$ cat src/rtl/aes_dec_seq.sv
`default_nettype none
// ============================================================================
// Module   : aes_dec_seq
// Purpose  : Control sequencer for the AES inverse cipher. After a host start
//            it waits out key expansion, loads the ciphertext with rk[NR],
//            then steps InvShiftRows -> InvSubBytes -> AddRoundKey ->
//            InvMixColumns per round while indexing round keys downward to 0.
//            The last round skips InvMixColumns. The result is held in FIN
//            until the host acknowledges it.
// Ports    : clk   - clock, rising edge
//            res   - asynchronous active-low reset
//            start - request decryption (sampled only in IDL)
//            ack   - host acknowledge (sampled only in FIN)
//            cs    - current state code
//            rnd   - round-key index for ARK/LDA
//            busy  - cs is neither IDL nor FIN
//            done  - cs is FIN
//            ld/isr/isb/ark/imc - one-hot datapath step enables
// Revision : 1.0 - initial release
// ============================================================================
module aes_dec_seq #(
  parameter int NR      = 10,
  parameter int PRE_CYC = 10
) (
  input  logic       clk,
  input  logic       res,
  input  logic       start,
  input  logic       ack,
  output logic [2:0] cs,
  output logic [3:0] rnd,
  output logic       busy,
  output logic       done,
  output logic       ld,
  output logic       isr,
  output logic       isb,
  output logic       ark,
  output logic       imc
);

  typedef enum logic [2:0] {
    IDL = 3'b000,
    KEX = 3'b001,
    LDA = 3'b010,
    ISR = 3'b011,
    ISB = 3'b100,
    ARK = 3'b101,
    IMC = 3'b110,
    FIN = 3'b111
  } state_e;

  localparam logic [3:0] NR_C     = 4'(NR);
  // Terminal count of the key-wait counter; unused when PRE_CYC is 0.
  localparam logic [7:0] KEX_LAST = 8'(PRE_CYC - 1);

  state_e     cs_q, cs_d;
  logic [3:0] rnd_q, rnd_d;
  logic [7:0] kcnt_q, kcnt_d;

  logic busy_q, done_q, ld_q, isr_q, isb_q, ark_q, imc_q;

  always_comb begin
    cs_d   = cs_q;
    rnd_d  = rnd_q;
    kcnt_d = kcnt_q;
    case (cs_q)
      IDL: begin
        if (start) begin
          rnd_d  = NR_C;
          kcnt_d = 8'd0;
          cs_d   = (PRE_CYC == 0) ? LDA : KEX;
        end
      end
      KEX: begin
        if (kcnt_q == KEX_LAST) begin
          cs_d   = LDA;
          kcnt_d = 8'd0;
        end else begin
          kcnt_d = kcnt_q + 8'd1;
        end
      end
      LDA: begin
        cs_d = ISR;
        if (rnd_q != 4'd0) rnd_d = rnd_q - 4'd1;
      end
      ISR: cs_d = ISB;
      ISB: cs_d = ARK;
      // The round that consumes rk[0] is the final one: no InvMixColumns.
      ARK: cs_d = (rnd_q == 4'd0) ? FIN : IMC;
      IMC: begin
        cs_d = ISR;
        if (rnd_q != 4'd0) rnd_d = rnd_q - 4'd1;
      end
      FIN: begin
        if (ack) cs_d = IDL;
      end
      default: begin
        cs_d   = IDL;
        rnd_d  = 4'd0;
        kcnt_d = 8'd0;
      end
    endcase
  end

  // Flags are registered from the next-state decode so that they always
  // equal a decode of the registered state, without a combinational path.
  always_ff @(posedge clk or negedge res) begin
    if (!res) begin
      cs_q   <= IDL;
      rnd_q  <= 4'd0;
      kcnt_q <= 8'd0;
      busy_q <= 1'b0;
      done_q <= 1'b0;
      ld_q   <= 1'b0;
      isr_q  <= 1'b0;
      isb_q  <= 1'b0;
      ark_q  <= 1'b0;
      imc_q  <= 1'b0;
    end else begin
      cs_q   <= cs_d;
      rnd_q  <= rnd_d;
      kcnt_q <= kcnt_d;
      busy_q <= (cs_d != IDL) && (cs_d != FIN);
      done_q <= (cs_d == FIN);
      ld_q   <= (cs_d == LDA);
      isr_q  <= (cs_d == ISR);
      isb_q  <= (cs_d == ISB);
      ark_q  <= (cs_d == ARK);
      imc_q  <= (cs_d == IMC);
    end
  end

  assign cs   = cs_q;
  assign rnd  = rnd_q;
  assign busy = busy_q;
  assign done = done_q;
  assign ld   = ld_q;
  assign isr  = isr_q;
  assign isb  = isb_q;
  assign ark  = ark_q;
  assign imc  = imc_q;

endmodule
`default_nettype wire

$ cat config.mk
export PLATFORM = sky130hd
export DESIGN_NAME = aes_dec_seq
export DESIGN_NICKNAME = d
export VERILOG_FILES = /design/src/rtl/aes_dec_seq.sv
export SDC_FILE = /design/constraint.sdc
export NUM_CORES = 1
export LEC_CHECK = 0
export ABC_AREA = 1
export BUFFER_PORTS_ARGS = -buffer_cell sky130_fd_sc_hd__clkbuf_2
export CAP_MARGIN = 20
export CORE_ASPECT_RATIO = 1.1
export CORE_MARGIN = 3
export CORE_UTILIZATION = 40
export CTS_CLUSTER_SIZE = 25
export DETAILED_ROUTE_END_ITERATION = 12
export PLACE_DENSITY_LB_ADDON = 0.3
export SYNTH_ARGS = -nofsm -noshare
export SYNTH_HDL_FRONTEND = slang
export SYNTH_SLANG_ARGS = --single-unit
$ cat constraint.sdc
create_clock -name clk -period 3.6 [get_ports clk]
set_clock_uncertainty 0.2 [all_clocks]
set_input_delay 0.18 -clock clk [delete_from_list [all_inputs] [get_ports clk]]
set_output_delay 0.18 -clock clk [all_outputs]
set_load 0.02 [all_outputs]
==> results of run 1 <==
worst min path at each step:
| stage | depth (start not counted) | slack, ns | endpoint |
|---|---|---|---|
| finish | 4 | 0.03 | cs[2]$_DFF_PN0_ |
| global route | 3 | 0.07 | rnd[3]$_DFFE_PN0P_ |
| CTS | 4 | 0.02 | cs[2]$_DFF_PN0_ |
| detailed placement | 1 | -0.003 | kcnt_q[4]$_DFFE_PN0P_ |
| global placement | 1 | -0.02 | kcnt_q[6]$_DFFE_PN0P_ |
| floorplan | 0 | -0.32 | ark$_DFF_PN0_ |
sequential cells by signal (all words and copies together), names as in the netlist:
| signal | cells |
|---|---|
| kcnt_q | 8 |
| isb | 1 |
| ld | 1 |
| done | 1 |
| busy | 1 |
| imc | 1 |
| cs | 3 |
| ark | 1 |
| isr | 1 |
| rnd | 4 |
stage by stage:
stage	power (uW)	setup WS [ns]	hold slack, ns	instance area, um2
final	529	1.87	0.0258	1300
after CTS	532	1.89	0.0190	1300
after floorplan	363	1.96	-0.316	1130
after detailed placement	394	1.92	-0.00263	1250
after global placement	391	1.99	-0.0204	1250
after global routing	558	1.76	0.0659	1300
cell usage after synthesis, types with 3 or more instances:
cell type  number  area share
a21oi_1         5       0.022
dfrtp_1        22        0.49
ha_1            4       0.044
inv_1          14       0.047
inv_2           6       0.020
nand2_1        18       0.060
nand2_2         3       0.017
nand3_1        10       0.044
nor2_1         14       0.047
nor3_1          3       0.013
o21ai_0         3       0.013
o22ai_1         3       0.017
kinds of logic (layout without fill, tap and decap cells):
| family | count (synthesis) | count (layout) | synth area share |
|---|---|---|---|
| compound gates | 19 | 19 | 0.114 |
| xor+xnor | 3 | 3 | 0.0233 |
| fa+ha+maj | 4 | 4 | 0.0444 |
| buf+inv | 21 | 43 | 0.0721 |
| flops | 22 | 22 | 0.488 |
| simple gates | 57 | 57 | 0.257 |
worst min-delay path: cells and delay by family:
family	cells	cell delay, ns
AOI/OAI and AO/OA	1	0.10
buffers and inverters	2	0.17
and+or+nand+nor	1	0.06
metal layers:
| metal | part of all wire | vias to the layer above | wire length (um) |
|---|---|---|---|
| met3 | 0.032 | 5 | 70 |
| met4 | 0.020 | 0 | 44 |
| li1 | - | 455 | - |
| met2 | 0.48 | 15 | 1070 |
| met1 | 0.47 | 419 | 1040 |
| met5 | 0 | - | 0 |
cell type report:
cell class	count	area (um2)	share of cell area
repair buffers	18	95.1	0.0733
flip-flops and latches	22	551	0.424
multi-input cells	83	495	0.382
clock buffers	4	36.3	0.0280
inverters	21	81.3	0.0627
well taps	31	38.8	0.0299
power breakdown:
group	internal, uW	leakage (uW)	switching (uW)	total [uW]
logic	40.5	0.000407	73.0	113
registers	261	0.000266	14.2	275
clock network	61.8	0.0000210	78.1	140
total	363	0.000694	165	529
==> flow_summary.json, run 1 <==
{
  "dieArea_um2": 3490,
  "reg2reg_depth": 9,
  "drc": 0,
  "num_rows": 19,
  "gr-total-overflow": 0,
  "ctsHoldBuffers": 1,
  "relSlewSlack": 0.639,
  "crit_cells": 9,
  "finalWirelength_um": 2220,
  "post_cts_buffers": 0,
  "crit_slowest_cell": "dfrtp_1",
  "dp_cells": 174,
  "min-delay-start": "ack",
  "rrSetupSlack_ns": 1.87,
  "yosys_warnings": 0,
  "crit_path_end": "busy$_DFF_PN0_",
  "dp_hpwl_um": 1690,
  "final_layout_size_suffix_gt1_frac": 0.284,
  "nNetsFinal": 157,
  "maxCapViolCount": 0,
  "drv_slew": 0,
  "startpoint": "kcnt_q[1]$_DFFE_PN0P_",
  "ir_drop_mv": 0.286,
  "clkLatencyLatePin_ns": 0.31,
  "leakage_uw": 0.000694,
  "grt.total_usage": 0.147,
  "setup_viol": 0,
  "cp-start-kind": "register",
  "crit_family": "simple AND/OR/NAND/NOR gates",
  "grt_pass1_vias": 912,
  "synth.yosys.seq_area_share": 0.488,
  "grtUsageMet2": 0.248,
  "top_usage_layer": "met2",
  "crit_required_ns": 3.62,
  "synth_nets": 134,
  "rsz0062_at_grt": "false",
  "tightest_slew_ns": 0.542,
  "syn_inst": 126,
  "ys_seq_elements": 22,
  "antennaDiodeCount": 0,
  "clk_pin_slew_ns": 0.13,
  "syn-cell-area_um2": 1130,
  "io_pins": 18,
  "cts_htree_levels": 1,
  "grt_antenna_before_repair": 0,
  "fin_crit_sh": 0.481,
  "grt_pass1_wl_um": 4000,
  "cts_resized": 0,
  "final_cell_mix": "dfrtp_1, nand2_1, clkbuf_2",
  "detail-route-antenna-nets": 0,
  "avgRoutedWirePerCell_um": 12.4,
  "cp_cell_sequence": "inv_1 -> ha_1 -> nand3_1 -> nor2_1 -> nor2_1 -> nor2_1 -> nand3_1 -> nand2_1 -> nand2_1",
  "grt_max_degree": 23,
  "final_common_cell": "dfrtp_1",
  "fin_util": 0.501,
  "core_um2": 2590,
  "area_delta_synth_final_pct": 15.1,
  "ys_types": 28,
  "gp_congestion": 0.913,
  "firstDrtPassIters": 4,
  "cts_buffers": 3,
  "hold_path.class": "input pin to register",
  "finalCriticalPeriod_ns": 1.73,
  "fmax_mhz": 578,
  "synth_edf_count": 0,
  "cts_tree": "done",
  "use_met3": 0.0210,
  "start_util": 0.435,
  "fillCellCount": 243,
  "path_class": "register to register",
  "fin_cells": 179,
  "vias": 894,
  "drtIter0Drc": 25,
  "p_per_area_nw_per_um2": 407,
  "cp_num_buf_inv": 1,
  "synthFlopType": "dfrtp_1",
  "hold_viol_final": 0,
  "die_x_um": 56.6,
  "outcome": "completed",
  "use_met1": 0.189,
  "clockRootBuffer": "clkbuf_4",
  "worstReg2RegStart": "kcnt_q[1]$_DFFE_PN0P_",
  "crit_top_cell": "nor2_1",
  "r2r_end": "busy$_DFF_PN0_",
  "cp.arrival_ns": 1.75,
  "synth_area_per_cell_um2": 8.95,
  "clock_sinks": 22,
  "timing.setup.tns_ns": 0,
  "end_kind": "register",
  "die_h_um": 61.7,
  "cts_buffer_depth": 2,
  "critPathMaxStageDelay_ns": 0.43,
  "crit_fanout": 4,
  "vias_per_cell": 4.99,
  "port_buffers": 17,
  "synthArstFlopShare": 1.00
}
(Power assumes the default switching activity.)
==> run 2: changes to the inputs <==
--- a/config.mk
+++ b/config.mk
@@ -5,7 +5,7 @@
 export SDC_FILE = /design/constraint.sdc
 export NUM_CORES = 1
 export LEC_CHECK = 0
-export ABC_AREA = 1
+export ABC_AREA = 0
 export BUFFER_PORTS_ARGS = -buffer_cell sky130_fd_sc_hd__clkbuf_2
 export CAP_MARGIN = 20
 export CORE_ASPECT_RATIO = 1.1
==> constraint.sdc (replaced) <==
create_clock -name clk -period 1.7 [get_ports clk]
set_clock_uncertainty 0.2 [all_clocks]
set_input_delay 0.085 -clock clk [delete_from_list [all_inputs] [get_ports clk]]
set_output_delay 0.085 -clock clk [all_outputs]
set_load 0.02 [all_outputs]
==> flow_summary.json, run 2 <==
{
  "timing.setup.tns_ns": -4.64,
  "antennaDiodeCount": 0,
  "io_pins": 18,
  "start_util": 0.430,
  "relSlewSlack": 0.527,
  "fin_crit_sh": 1.26,
  "synth_edf_count": 0,
  "grt.total_usage": 0.161,
  "largest_reg_flops": 8,
  "synth_top_area_share": 0.498,
  "p_per_area_nw_per_um2": 1200,
  "die_x_um": 56.1,
  "synth_most_common_cell": "dfrtp_1",
  "drv_slew": 0,
  "drc": 0,
  "tightest_slew_ns": 0.705,
  "r2r_end": "busy$_DFF_PN0_",
  "num_rows": 19,
  "synthArstFlopShare": 1.00,
  "synth_commonest_cells": "dfrtp_1, nand2_1, o21ai_0, nor2_1, nand2b_1",
  "finalWirelength_um": 2740,
  "port_buffers": 17,
  "pwr-share-clk": 0.146,
  "top_register": "kcnt_q",
  "die_h_um": 61.1,
  "synth_nets": 119,
  "vias": 1036,
  "dr_wl_met2_um": 1460,
  "dp_hpwl_um": 1850,
  "fin_util": 0.649,
  "synthFlopType": "dfrtp_1",
  "clock_sinks": 22,
  "synthTopCellsByArea": "dfrtp_1, o21ai_0, nand2_1",
  "rrSetupSlack_ns": -0.44,
  "ir_drop_mv": 0.940,
  "grt_max_degree": 23,
  "syn-cell-area_um2": 1100,
  "rsz0062_at_grt": "true",
  "clockRootBuffer": "clkbuf_4",
  "seq_area_um2": 554,
  "core_um2": 2570,
  "vias_per_cell": 5.29,
  "m1WireLength_um": 1150,
  "cp.arrival_ns": 2.18,
  "ys_types": 30,
  "grt_pass1_vias": 999,
  "synth_area_per_cell_um2": 9.95,
  "yosys_warnings": 0,
  "pwr-share-seq": 0.352,
  "fillCellCount": 215,
  "dpl_cell_area_um2": 1400,
  "gp_congestion": 0.791,
  "p_int_uw": 1260,
  "hold_viol_final": 0,
  "final_layout_size_suffix_gt1_frac": 0.509,
  "final_cell_mix": "buf_4, dfrtp_1, clkbuf_2",
  "outcome": "finished with violations",
  "detail-route-antenna-nets": 0,
  "dieArea_um2": 3430,
  "firstDrtPassIters": 4,
  "path_class": "register to register",
  "top_layer_used": "met4",
  "finalCriticalPeriod_ns": 2.14,
  "drtIter0Drc": 21,
  "gr-total-overflow": 0,
  "crit_fanout": 4,
  "worstReg2RegStart": "kcnt_q[7]$_DFFE_PN0P_",
  "setup_viol": 18,
  "cts_tree": "done",
  "comb_power_share": 0.502,
  "sw_frac_of_total": 0.372,
  "syn_inst": 111,
  "final_common_cell": "buf_4",
  "clk_pin_slew_ns": 0.12,
  "avgRoutedWirePerCell_um": 14.0,
  "cts_buffers": 3,
  "synth.yosys.seq_area_share": 0.498,
  "failed_checks": "negative setup slack",
  "wl_met3_um": 81,
  "fin_area_um2": 1670,
  "ys_seq_elements": 22,
  "fin_ws_ns": -0.443,
  "area_delta_synth_final_pct": 50.7,
  "nNetsFinal": 174,
  "cts_htree_levels": 1,
  "fmax_mhz": 467,
  "crit_required_ns": 1.74,
  "clkLatencyLatePin_ns": 0.31,
  "hold_path.class": "input pin to asynchronous set/reset pin",
  "yosys.area.top_type": "dfrtp_1",
  "cp-start-kind": "register",
  "leakage_uw": 0.000810,
  "grt_pass1_wl_um": 4290,
  "cts_buffer_depth": 2,
  "grt_antenna_before_repair": 0,
  "power_switching_uw": 746,
  "reg2reg_depth": 5,
  "maxCapViolCount": 0,
  "end_kind": "register",
  "multiInputGateArea_um2": 632
}
-- run 2: cell types whose count changed in the layout (fill, tap and decap cells not counted), sizes merged, moves of 4 or more --
cell,before,now
nand3,12,4
a21oi,6,2
o21ai,6,13
buf,0,34
o22ai,4,0
nand2,21,14
nand2b,0,5
nor2,17,9
inv,21,4
-- run 2: how the worst max path moves through the flow --
stage / startpoint / endpoint / cells after the start
4_1_cts: kcnt_q[7]$_DFFE_PN0P_ / busy$_DFF_PN0_ / 5
5_1_grt: kcnt_q[7]$_DFFE_PN0P_ / busy$_DFF_PN0_ / 5
2_1_floorplan: kcnt_q[5]$_DFFE_PN0P_ / busy$_DFF_PN0_ / 5
3_3_place_gp: kcnt_q[7]$_DFFE_PN0P_ / kcnt_q[3]$_DFFE_PN0P_ / 6
6_report: kcnt_q[7]$_DFFE_PN0P_ / busy$_DFF_PN0_ / 5
3_5_place_dp: kcnt_q[7]$_DFFE_PN0P_ / busy$_DFF_PN0_ / 5
-- run 2: what timing repair did --
item,CTS,global route
endpoints found under the setup margin,18,18
gates resized for setup,6,35
cloned,0,1
pin swaps,2,7
hold buffers,3,0
buffers inserted,2,9
hold endpoints to repair,27,0
-- run 2: through the flow --
stage	cells	total power, uW	setup WS, ns	hold slack [ns]
after floorplan	111	1190	-0.335	-0.411
after global placement	178	1450	-0.322	-0.114
after detailed placement	178	1480	-0.391	-0.109
after CTS	187	1830	-0.414	0.101
after global routing	196	2140	-0.518	0.128
final	196	2010	-0.443	0.0865
-- run 2: worst max-delay path, cell delays in order, from the launching register on --
cell	delay, ns
dfrtp_1	0.40
or4_4	0.56
o311ai_4	0.32
o2111ai_4	0.21
mux2i_1	0.20
a2bb2oi_1	0.18
-- run 2: kinds of logic after synthesis --
kind of cell,Yosys count,share of synthesized area
simple gates,46,0.210
mux,2,0.0181
buf+inv,8,0.0283
xor+xnor,2,0.0159
fa+ha+maj,4,0.0453
flops,22,0.498
compound gates,27,0.185
-- run 2: cell type report --
type / instances / share of cell area
tap: 31 / 0.0233
inverter: 4 / 0.00902
multi-input combinational: 81 / 0.379
clock buffer: 4 / 0.0218
timing repair buffer: 54 / 0.234
sequential: 22 / 0.333
-- run 2: metal layers --
layer,vias to the layer above,global-route usage
met1,517,0.180
li1,498,-
met4,0,0.0814
met5,-,0
met2,17,0.304
met3,4,0.0252
-- run 2: power by group through the flow --
| stage | sequential (uW) | clock (uW) | combinational (uW) |
|---|---|---|---|
| floorplan | 774 | 0 | 411 |
| global placement | 711 | 0 | 738 |
| detailed placement | 718 | 0 | 764 |
| CTS | 707 | 295 | 833 |
| global route | 721 | 321 | 1100 |
| finish | 707 | 292 | 1010 |
